==> src/rtl/char_in_pkg.sv <==
`default_nettype none
// +----------------------------------------------------------------------------+
// | Module : char_in_pkg                                                        |
// | Brief  : Register map, bit positions and CTRL type for char_in_ctrl.        |
// | Rev    : 1.0  initial release                                               |
// +----------------------------------------------------------------------------+
package char_in_pkg;

  localparam logic [3:0] DATA_OFS = 4'h0;
  localparam logic [3:0] STAT_OFS = 4'h4;
  localparam logic [3:0] CTRL_OFS = 4'h8;

  localparam int STAT_NE_BIT   = 0;
  localparam int STAT_OVF_BIT  = 1;
  localparam int STAT_CNT_LSB  = 8;

  localparam int CTRL_EN_BIT    = 0;
  localparam int CTRL_IE_BIT    = 1;
  localparam int CTRL_FLUSH_BIT = 2;

  typedef struct packed {
    logic ie;
    logic en;
  } ctrl_t;

endpackage
`default_nettype wire

==> src/rtl/char_fifo.sv <==
`default_nettype none
// +----------------------------------------------------------------------------+
// | Module : char_fifo                                                          |
// | Brief  : 8-bit first-word-fall-through FIFO with flush and occupancy count. |
// | Rev    : 1.0  initial release                                               |
// +----------------------------------------------------------------------------+
module char_fifo #(
  parameter int DEPTH = 16,
  parameter int CNT_W = $clog2(DEPTH) + 1
) (
  input  logic             clk,
  input  logic             reset,
  input  logic             push,
  input  logic             pop,
  input  logic             flush,
  input  logic [7:0]       din,
  output logic [7:0]       dout,
  output logic             empty,
  output logic             full,
  output logic [CNT_W-1:0] count
);

  localparam int c_ptr_w = $clog2(DEPTH);

  logic [7:0]         r_mem [DEPTH];
  logic [c_ptr_w-1:0] r_wr_ptr;
  logic [c_ptr_w-1:0] r_rd_ptr;
  logic [CNT_W-1:0]   r_count;
  logic               w_do_pop;
  logic               w_do_push;

  assign empty = (r_count == '0);
  assign full  = (r_count == CNT_W'(DEPTH));
  assign count = r_count;
  assign dout  = r_mem[r_rd_ptr];

  // A pop in the same cycle frees a slot, so a full FIFO may still accept.
  assign w_do_pop  = pop & ~empty & ~flush;
  assign w_do_push = push & ~flush & (~full | w_do_pop);

  always_ff @(posedge clk) begin
    if (w_do_push) begin
      r_mem[r_wr_ptr] <= din;
    end
  end

  always_ff @(posedge clk) begin
    if (reset || flush) begin
      r_wr_ptr <= '0;
      r_rd_ptr <= '0;
      r_count  <= '0;
    end else begin
      if (w_do_push) r_wr_ptr <= r_wr_ptr + 1'b1;
      if (w_do_pop)  r_rd_ptr <= r_rd_ptr + 1'b1;
      case ({w_do_push, w_do_pop})
        2'b10:   r_count <= r_count + 1'b1;
        2'b01:   r_count <= r_count - 1'b1;
        default: r_count <= r_count;
      endcase
    end
  end

endmodule
`default_nettype wire

==> src/rtl/char_in_ctrl.sv <==
`default_nettype none
// +----------------------------------------------------------------------------+
// | Module : char_in_ctrl                                                       |
// | Brief  : Keyboard char/strobe receive FIFO with DATA/STAT/CTRL bus regs.    |
// |          Define CHAR_IN_IRQ_EN to build the level interrupt and CTRL.IE.    |
// | Rev    : 1.0  initial release                                               |
// +----------------------------------------------------------------------------+
module char_in_ctrl
  import char_in_pkg::*;
#(
  parameter int DEPTH = 16,
  localparam int CNT_W = $clog2(DEPTH) + 1
) (
  input  logic        clk,
  input  logic        reset,
  input  logic [7:0]  char,
  input  logic        strobe,
  input  logic        req,
  input  logic        we,
  input  logic [3:0]  addr,
  input  logic [31:0] wdata,
  output logic        gnt,
  output logic        rvalid,
  output logic [31:0] rdata,
  output logic        irq
);

  logic             w_empty;
  logic             w_full;
  logic [7:0]       w_dout;
  logic [CNT_W-1:0] w_count;
  logic [3:0]       w_reg;
  logic             w_rd;
  logic             w_wr;
  logic             w_pop;
  logic             w_push;
  logic             w_flush;
  logic             w_ovf_set;
  logic             w_ovf_clr;
  logic [31:0]      w_rdata;
  logic             w_unused_bits;

  ctrl_t            r_ctrl;
  logic             r_ovf;
  logic             r_rvalid;
  logic [31:0]      r_rdata;

  assign gnt    = req;
  assign rvalid = r_rvalid;
  assign rdata  = r_rdata;

  assign w_reg = {addr[3:2], 2'b00};
  assign w_rd  = req & ~we;
  assign w_wr  = req & we;

  assign w_pop     = w_rd & (w_reg == DATA_OFS) & ~w_empty;
  assign w_flush   = w_wr & (w_reg == CTRL_OFS) & wdata[CTRL_FLUSH_BIT];
  assign w_push    = strobe & r_ctrl.en & ~w_flush;
  // Dropped only when no slot opens this cycle; a flush discards silently.
  assign w_ovf_set = w_push & w_full & ~w_pop;
  assign w_ovf_clr = w_wr & (w_reg == STAT_OFS) & wdata[STAT_OVF_BIT];

  assign w_unused_bits = &{1'b0, wdata[31:3], addr[1:0]};

  char_fifo #(
    .DEPTH (DEPTH),
    .CNT_W (CNT_W)
  ) u_fifo (
    .clk   (clk),
    .reset (reset),
    .push  (w_push),
    .pop   (w_pop),
    .flush (w_flush),
    .din   (char),
    .dout  (w_dout),
    .empty (w_empty),
    .full  (w_full),
    .count (w_count)
  );

  always_comb begin
    w_rdata = '0;
    if (w_rd) begin
      case (w_reg)
        DATA_OFS: begin
          if (!w_empty) w_rdata[7:0] = w_dout;
        end
        STAT_OFS: begin
          w_rdata[STAT_CNT_LSB +: 8] = 8'(w_count);
          w_rdata[STAT_OVF_BIT]      = r_ovf;
          w_rdata[STAT_NE_BIT]       = ~w_empty;
        end
        CTRL_OFS: begin
          w_rdata[CTRL_EN_BIT] = r_ctrl.en;
          w_rdata[CTRL_IE_BIT] = r_ctrl.ie;
        end
        default: w_rdata = '0;
      endcase
    end
  end

  always_ff @(posedge clk) begin
    if (reset) begin
      r_ctrl   <= '0;
      r_ovf    <= 1'b0;
      r_rvalid <= 1'b0;
      r_rdata  <= '0;
    end else begin
      r_rvalid <= req;
      r_rdata  <= w_rdata;
      if (w_ovf_set)      r_ovf <= 1'b1;
      else if (w_ovf_clr) r_ovf <= 1'b0;
      if (w_wr && (w_reg == CTRL_OFS)) begin
        r_ctrl.en <= wdata[CTRL_EN_BIT];
`ifdef CHAR_IN_IRQ_EN
        r_ctrl.ie <= wdata[CTRL_IE_BIT];
`else
        r_ctrl.ie <= 1'b0;
`endif
      end
    end
  end

`ifdef CHAR_IN_IRQ_EN
  logic r_irq;

  always_ff @(posedge clk) begin
    if (reset) begin
      r_irq <= 1'b0;
    end else begin
      r_irq <= r_ctrl.ie & (~w_empty | r_ovf);
    end
  end

  assign irq = r_irq;
`else
  assign irq = 1'b0;
`endif

endmodule
`default_nettype wire
==> config.mk <==
export PLATFORM = sky130hd
export DESIGN_NAME = char_in_ctrl
export DESIGN_NICKNAME = d
export VERILOG_FILES = /design/src/rtl/char_in_pkg.sv /design/src/rtl/char_fifo.sv /design/src/rtl/char_in_ctrl.sv
export SDC_FILE = /design/constraint.sdc
export NUM_CORES = 1
export LEC_CHECK = 0
export ABC_AREA = 1
export CAP_MARGIN = 10
export CORE_MARGIN = 2
export CORE_UTILIZATION = 30
export CTS_BUF_LIST = sky130_fd_sc_hd__clkbuf_8
export DETAILED_ROUTE_END_ITERATION = 8
export SLEW_MARGIN = 20
export SYNTH_ARGS = -nofsm -noshare
export SYNTH_HDL_FRONTEND = slang
export SYNTH_SLANG_ARGS = --single-unit
export TNS_END_PERCENT = 30
==> constraint.sdc <==
create_clock -name clk -period 3.9 [get_ports clk]
set_clock_uncertainty 0.1 [all_clocks]
set_input_delay 1.17 -clock clk [delete_from_list [all_inputs] [get_ports clk]]
set_output_delay 1.17 -clock clk [all_outputs]
set_load 0.02 [all_outputs]
# == Word level (Yosys, flattened, before mapping) ==
# Memories as Yosys holds them, arrays and structs flattened. A register that Yosys moved wholly into a read port is not among the register bits.
# Index checks and enable logic that the tools add are counted.
# totals
ff_bits,48
ramBits,128
in_bits,49
out_inout_bits,35
word_cells,63
memories,1
# memory_table
memory,depth,width,rd,rd_ports_with_merged_regs,write_ports,line,source
u_fifo.r_mem,16,8,1,1,1,char_fifo.sv:25,logic [7:0] r_mem [DEPTH];
# op_classes
add_sub_neg,4
eq_ne,5
muxes,9
bitwise,25
n_reduce_logical,9
# ops
op,n
1-bit AND,16
5-bit one-hot mux with 2 select lines,1
"4-bit by 1-bit adder with 4-bit output, second input constant",2
4-bit 2-to-1 mux,2
1-bit inverter,8
2-bit one-hot mux with 3 select lines,1
"5-bit by 1-bit adder with 5-bit output, second input constant",1
"5-bit equality test, second input constant",1
5-bit logical NOT,1
"5-bit by 1-bit subtractor with 5-bit output, second input constant",1
"2-bit by 1-bit equality test with 1-bit output, second input constant",2
"2-bit equality test, second input constant",2
4-bit logical NOT,1
1-bit 2-to-1 mux,4
2-bit nonzero test,2
4-bit OR reduction,1
3-bit OR reduction,1
2-bit 2-to-1 mux,1
2-bit OR reduction,1
1-bit logical AND,1
1-bit logical OR,1
1-bit bitwise OR,1

# == Depth between registers and ports, before layout ==
# Gate-level depths: netlist of run 1.
# logic_depth
word_depth,10
depth_mapped,16
mapped_depth_nobuf,16

# == Hierarchy ==
# A second synthesis of run 1 with hierarchy kept.
# unflattened
cells_unflattened,642
area_unflattened_um2,7060.5
# modules_own_cells
module,n_inst,cells_per_inst,area_each_um2,seq_area_each_um2
char_fifo,1,544,6313.6,4184.0
char_in_ctrl,1,98,747.0,320.3

# == Worst setup path before layout of run 1 ==
# No wires, ideal clock.
# synth_path
path_kind,input port to flip-flop
startpoint,in addr[3]
endpoint,"reg u_fifo.r_count[4], in the netlist u_fifo.count[4]"
setup_ns,0.115
arrival_time_ns,2.650
required_time_ns,3.685
slack_ns,1.035
cell_stages,16
n_path_buf,0
path_cell_list,inv_2 nand2_1 nor2_4 nand2_4 inv_2 nand2_2 inv_1 ha_1 inv_1 o21ai_0 a21oi_1 nand2_1 nand2_1 nand3_1 nand2_1 nor2_1
# synth_between
elab_chain_len,9
word_cells_on_any_way,18
cone_classes,3 x eq/ne; 1 x mux; 11 x bitwise; 3 x reduce/logical
# synth_rtl
item,line,source
"start, declared",char_in_ctrl.sv:20,"input logic [3:0] addr,"
4-bit logical NOT / 2-bit equality test (equally long branches),"char_in_ctrl.sv:56, char_in_ctrl.sv:57",
"1-bit AND, on equally long branches (2 in a row)","char_in_ctrl.sv:56, char_in_ctrl.sv:57",
1-bit AND / 1-bit inverter (equally long branches),"char_fifo.sv:38, char_fifo.sv:39, char_in_ctrl.sv:58",
"1-bit AND, on equally long branches","char_fifo.sv:38, char_in_ctrl.sv:58",
1-bit bitwise OR / 1-bit AND (equally long branches),char_fifo.sv:39,assign w_do_push = push & ~flush & (~full | w_do_pop);
1-bit AND,char_fifo.sv:39,
2-bit by 1-bit equality test with 1-bit output / 2-bit equality test (equally long branches),char_fifo.sv:55,"case ({w_do_push, w_do_pop})"
5-bit one-hot mux with 2 select lines / 2-bit nonzero test (equally long branches),--,
"end signal, assigned",char_fifo.sv:56,2'b10: r_count <= r_count + 1'b1;
"end signal, assigned",char_fifo.sv:57,2'b01: r_count <= r_count - 1'b1;
"end signal, assigned",char_fifo.sv:58,default: r_count <= r_count;
"end, declared",char_fifo.sv:28,logic [CNT_W-1:0] r_count;
# Several ways; a longest one is shown, not always the timed one.
# A chain may end at the register's enable or synchronous reset.

# == Final worst setup path of run 1 ==
# layout_path
startpoint,in req
endpoint,out gnt
# layout_rtl
item,line,source
"start, declared",char_in_ctrl.sv:18,"input logic req,"
"end, declared",char_in_ctrl.sv:22,"output logic gnt,"
# No word-level cell between the ends.

==> reports/metrics.yaml, run 1 <==
syn_avg_cell_area_sq_um: 11.1
cts_max_level: 4
power_mw: 3.20
crit_fanout: 4
cts_buffer_depth: 2
fin_crit_ns: 3.58
r2r_end: "u_fifo.count[4]$_SDFFE_PP0P_"
setup.worst_path.class: "primary input to output pin"
via_per_inst: 4.56
yosys_warnings: 0
start_util_pct: 30.7
regArea_sq_um: 4510
cts_buffers: 17
vias: 4325
place_congestion: 0.798
num_antenna_cells: 0
cp_num_buf_inv: 2
drv_cap: 0
grt_max_degree: 65
ctsResizeCount: 0
min_path_type: "flop to flop"
clock-root-buffer: "clkbuf_8"
yosys.area_share.adder_pct: 1.78
synth-xor-area-share_pct: 0.260
finalCritPeriodShare_pct: 91.9
ant_nets: 0
clkPwrFrac_pct: 38.4
p_per_area_nw_per_um2: 413
setup_tns_ns: 0
cts_tree: "yes"
maxSlewHeadroom_pct: 50.0
core_area_sq_um: 22000
post_cts_buffers: 0
crit_chain: "clkdlybuf4s50_1 -> clkdlybuf4s50_1"
worst_pin_slew_ns: 0.748
fp-row-count: 54
postCtsHoldBufs: 0
reg2regPathDepth: 15
synth.top_cells.by_area: "edfxtp_1 57%, dfxtp_1 9.8%, nor2_1 6.1%, o21ai_0 4.7%, nand2_1 3.9%"
wl_per_cell_um: 15.1
cts.clk_slew.worst_paths_ns: 0.08
synth.area.mux_share_pct: 0
stdcell_count: 948
nets: 714
r2r_start: "u_fifo.count[0]$_SDFFE_PP0P_"
synth_edf_count: 128
power.switching_mw: 0.689
r2r_setup_slack_ns: 1.54
run_status: "completed"
netlist_area_sq_um: 6750
critPathRequiredTime_ns: 2.63
slew_violations: 0
power_frac_comb_pct: 3.5
crit_slowest_cell: "clkdlybuf4s50_1"
antenna_found_initial: 0
hold_violations: 0
area_growth_pct: 14.7
crit_arrival_ns: 2.31
io_pins: 84
drt_iter0_drc: 387
fmax_mhz: 279
grt_pass1_vias: 4086
irDropWorstVdd_v: 0.000206
ys.flop_type: "edfxtp_1"
seq_area_frac_synth_pct: 66.8
synthSimpleGateAreaFrac_pct: 14.5
syn-instance-count: 609
synth_common_cells: "128 x edfxtp_1, 109 x nor2_1, 71 x nand2_1"
synth.distinct_cells: 36
crit_top_cell: "clkdlybuf4s50_1"
post-dp-hpwl_um: 8850
dr.pass1.iters: 5
synth_top_area_share_pct: 57.0
max_stage_delay_ns: 0.62
finalSetupViolCount: 0
crit_family: "buffers and inverters"
drive_gt1_share_pct: 10.2
io_buffers: 32
cts.sinks: 161
power_leakage_nw: 2.76
critPathLaunchType: "primary input"
clk_latency_ns: 0.45
fp.dieH_um: 154
grt_pass1_wl_um: 22200
cp.depth: 2
track_usage_pct: 12.4
rsz0062_at_grt: "no"
fin_util_pct: 35.2
multi_input_area_sq_um: 1840
synth_compound_area_share_pct: 9.55
yosysMostFrequentCell: "edfxtp_1"
fillCellCount: 2150
p_int_mw: 2.51
crit_path_end_kind: "output pin"
cp-startpoint: "req"
die_width_um: 154
holdWs_ns: 0.368
synth_top_area_cell: "edfxtp_1"
switching_share_pct: 21.5
synth_top_family_by_area: "simple AND/OR/NAND/NOR gates"
ys_ff_latch: 161
crit_end: "gnt"
die_area_sq_um: 23700
overflow: 0
drc_errors: 0
drt-total-wl_um: 14300
async_reset_ff_share_pct: 0
dp_cells: 917
seqPwrFrac_pct: 58.1
[how the worst min path moves through the flow]
stage / start / endpoint / slack (ns) / depth (start not counted)
2_1_floorplan: r_ovf$_SDFFE_PP0P_ / r_ovf$_SDFFE_PP0P_ / 0.34 / 2
3_3_place_gp: r_ovf$_SDFFE_PP0P_ / r_ovf$_SDFFE_PP0P_ / 0.36 / 2
3_5_place_dp: r_ovf$_SDFFE_PP0P_ / r_ovf$_SDFFE_PP0P_ / 0.36 / 2
4_1_cts: r_ovf$_SDFFE_PP0P_ / r_ovf$_SDFFE_PP0P_ / 0.37 / 2
5_1_grt: r_ovf$_SDFFE_PP0P_ / r_ovf$_SDFFE_PP0P_ / 0.40 / 2
6_report: r_ovf$_SDFFE_PP0P_ / r_ovf$_SDFFE_PP0P_ / 0.37 / 2
[flip-flops by register name (all words and copies together), names as in the netlist, named ones only]
signal           cells
r_ctrl               1
r_ovf                1
rdata               13
rvalid               1
u_fifo.count         5
u_fifo.r_mem       128
u_fifo.r_rd_ptr      4
u_fifo.r_wr_ptr      4
[worst min-delay path, cell delays in order, from the launching register on]
cell and delay [ns]:
dfxtp_1 0.31, nand2_1 0.06, a21oi_1 0.05
[cells by family (layout without fill, tap and decap cells)]
| family | count (synthesis) | in the layout |
|---|---|---|
| adder cells (fa/ha/maj) | 9 | 9 |
| AND/OR/NAND/NOR | 226 | 226 |
| other | 1 | 20 |
| AO/OA/AOI/OAI | 121 | 121 |
| XOR/XNOR | 2 | 2 |
| flip-flops | 161 | 161 |
| buffers and inverters | 89 | 129 |
[layer usage]
layer | share of wire [%] | track usage [%] | vias to the layer above | wire length, um
met4 | 0.99 | 3.25 | 0 | 141
li1 | - | - | 2147 | -
met3 | 7.2 | 3.92 | 13 | 1030
met5 | 0 | 0 | - | 0
met2 | 47 | 19.9 | 161 | 6710
met1 | 45 | 16.3 | 2004 | 6410
[cell usage in the layout, fill, tap and decap left out, drive strengths merged]
| cell | instances |
|---|---|
| o221ai | 5 |
| clkinvlp | 2 |
| conb | 20 |
| edfxtp | 128 |
| clkdlybuf4s50 | 32 |
| nor2 | 115 |
| o21a | 1 |
| clkbuf | 17 |
| nand2 | 77 |
| dfxtp | 33 |
| o21ai | 86 |
| clkinv | 2 |
| a21oi | 18 |
| nand3 | 29 |
| buf | 22 |
| nor3 | 2 |
| nor4 | 1 |
| o22ai | 8 |
| bufinv | 3 |
| o211ai | 2 |
| ha | 8 |
| a22oi | 1 |
| nand4 | 2 |
| inv | 51 |
| xor2 | 2 |
| fa | 1 |
[stage by stage]
step / cell area, sq um / setup WS (ns)
finish: 7740 / 0.317
global route: 7740 / 0.263
CTS: 7740 / 0.311
detailed placement: 7350 / 0.295
global placement: 7350 / 0.314
floorplan: 6820 / 1.03
[power groups by stage]
stage	sequential, mW	combinational (mW)	clock, mW
global placement	1.90	0.111	0
CTS	1.86	0.113	1.26
global route	1.86	0.124	1.35
floorplan	1.90	0.0761	0
finish	1.86	0.111	1.23
detailed placement	1.90	0.112	0
[area by class of cell]
class | count | area share, %
multi-input cells | 378 | 23.7
well taps | 280 | 4.53
flip-flops and latches | 161 | 58.2
clock inverters | 14 | 2.00
clock buffers | 17 | 3.02
inverters | 44 | 2.23
repair buffers | 54 | 6.27
Power figures use the tool's default switching activity.
==> run 2, diff against run 1 <==
Settings changed: MAX_ROUTING_LAYER from default to met4.
==> reports/metrics.yaml, run 2 (synthesis gave the netlist of run 1 again) <==
regArea_sq_um: 4510
grt_pass1_wl_um: 22200
post-dp-hpwl_um: 8850
drt_iter0_drc: 335
crit_family: "buffers and inverters"
cts_buffer_depth: 2
critPathLaunchType: "primary input"
cp_num_buf_inv: 2
io_pins: 84
final_cell_mix: "128 x edfxtp_1, 109 x nor2_1, 71 x nand2_1, 63 x o21ai_0, 43 x inv_1"
crit_chain: "clkdlybuf4s50_1 -> clkdlybuf4s50_1"
finalCritPeriodShare_pct: 91.9
setup.worst_path.class: "primary input to output pin"
drv_cap: 0
ctsResizeCount: 0
top_layer_used: "met4"
irDropWorstVdd_v: 0.000207
crit_path_end_kind: "output pin"
crit_slowest_cell: "clkdlybuf4s50_1"
hold_violations: 0
p_int_mw: 2.51
slew_violations: 0
dp_cells: 917
drt-total-wl_um: 14300
worst_pin_slew_ns: 0.728
antenna_found_initial: 0
run_status: "completed"
via_per_inst: 4.55
fp-row-count: 54
cts.clk_slew.worst_paths_ns: 0.08
dr_wl_met2_um: 6680
wl_met3_um: 1010
power.switching_mw: 0.688
switching_share_pct: 21.5
vias: 4317
cts_tree: "yes"
p_per_area_nw_per_um2: 413
fin_crit_ns: 3.58
min_path_type: "flop to flop"
nets: 714
clk_latency_ns: 0.45
clock-root-buffer: "clkbuf_8"
cts_buffers: 17
core_area_sq_um: 22000
grt_pass1_vias: 4086
final_common_cell: "edfxtp_1"
multi_input_area_sq_um: 1840
seqPwrFrac_pct: 58.1
start_util_pct: 30.7
stdcell_count: 948
critPathRequiredTime_ns: 2.63
cts.sinks: 161
ant_nets: 0
cts_max_level: 4
drive_gt1_share_pct: 10.2
drt-met1-wl_um: 6460
io_buffers: 32
max_stage_delay_ns: 0.62
area_growth_pct: 14.7
fillCellCount: 2150
setup_tns_ns: 0
fp.dieH_um: 154
crit_arrival_ns: 2.31
postCtsHoldBufs: 0
power_leakage_nw: 2.76
track_usage_pct: 12.8
maxSlewHeadroom_pct: 51.3
fmax_mhz: 279
die_width_um: 154
largest_register_ffs: 128
dr.pass1.iters: 5
overflow: 0
rsz0062_at_grt: "no"
crit_fanout: 4
drc_errors: 0
finalSetupViolCount: 0
power_frac_comb_pct: 3.5
post_cts_buffers: 0
place_congestion: 0.809
die_area_sq_um: 23700
num_antenna_cells: 0
grt_max_degree: 65
regMostFlops: "u_fifo.r_mem"
wl_per_cell_um: 15.1
clkPwrFrac_pct: 38.4
crit_top_cell: "clkdlybuf4s50_1"
[run 2: power by group through the flow]
stage	registers, mW	logic [mW]	clock network, mW
after floorplan	1.90	0.0761	0
after global routing	1.86	0.124	1.35
after global placement	1.90	0.111	0
after detailed placement	1.90	0.112	0
final	1.86	0.111	1.23
after CTS	1.86	0.113	1.26
[run 2: stage by stage]
stage	hold slack (ns)	setup slack [ns]	util [%]	total power, mW	area (sq um)
2_1_floorplan	0.338	1.03	-	1.97	6820
3_3_place_gp	0.358	0.314	33.5	2.01	7350
4_1_cts	0.373	0.311	35.2	3.23	7740
5_1_grt	0.400	0.263	35.2	3.33	7740
6_report	0.368	0.317	35.2	3.20	7740
3_5_place_dp	0.360	0.295	33.5	2.01	7350
[run 2: worst paths after layout]
kind              slack (ns)  cells past startpoint                    startpoint                           end
setup / recovery        0.32                      2                           req                           gnt
hold / removal          0.37                      2            r_ovf$_SDFFE_PP0P_            r_ovf$_SDFFE_PP0P_
setup reg to reg        1.54                     15  u_fifo.count[0]$_SDFFE_PP0P_  u_fifo.count[4]$_SDFFE_PP0P_
hold reg to reg         0.37                      2            r_ovf$_SDFFE_PP0P_            r_ovf$_SDFFE_PP0P_
[run 2: area by class of cell]
cell class                 count  share of cell area, %
multi-input combinational    378                   23.7
tap                          280                   4.53
clock inverter                14                   2.00
sequential                   161                   58.2
clock buffer                  17                   3.02
timing repair buffer          54                   6.27
inverter                      44                   2.23
[run 2: worst min-delay path: stages (launching register included)]
cell and delay, ns:
dfxtp_1 0.31, nand2_1 0.06, a21oi_1 0.05
[run 2: layer usage]
metal	GRT usage, %	vias to the layer above
met3	3.80	11
li1	-	2150
met2	19.9	143
met5	-	-
met4	3.25	0
met1	16.3	2013
==> run 3, diff against run 2 <==
Settings changed: CTS_CLUSTER_DIAMETER from default to 100.
==> results of run 3 <==
Same layout as run 2: the final DEF is identical, and so are final timing and power.
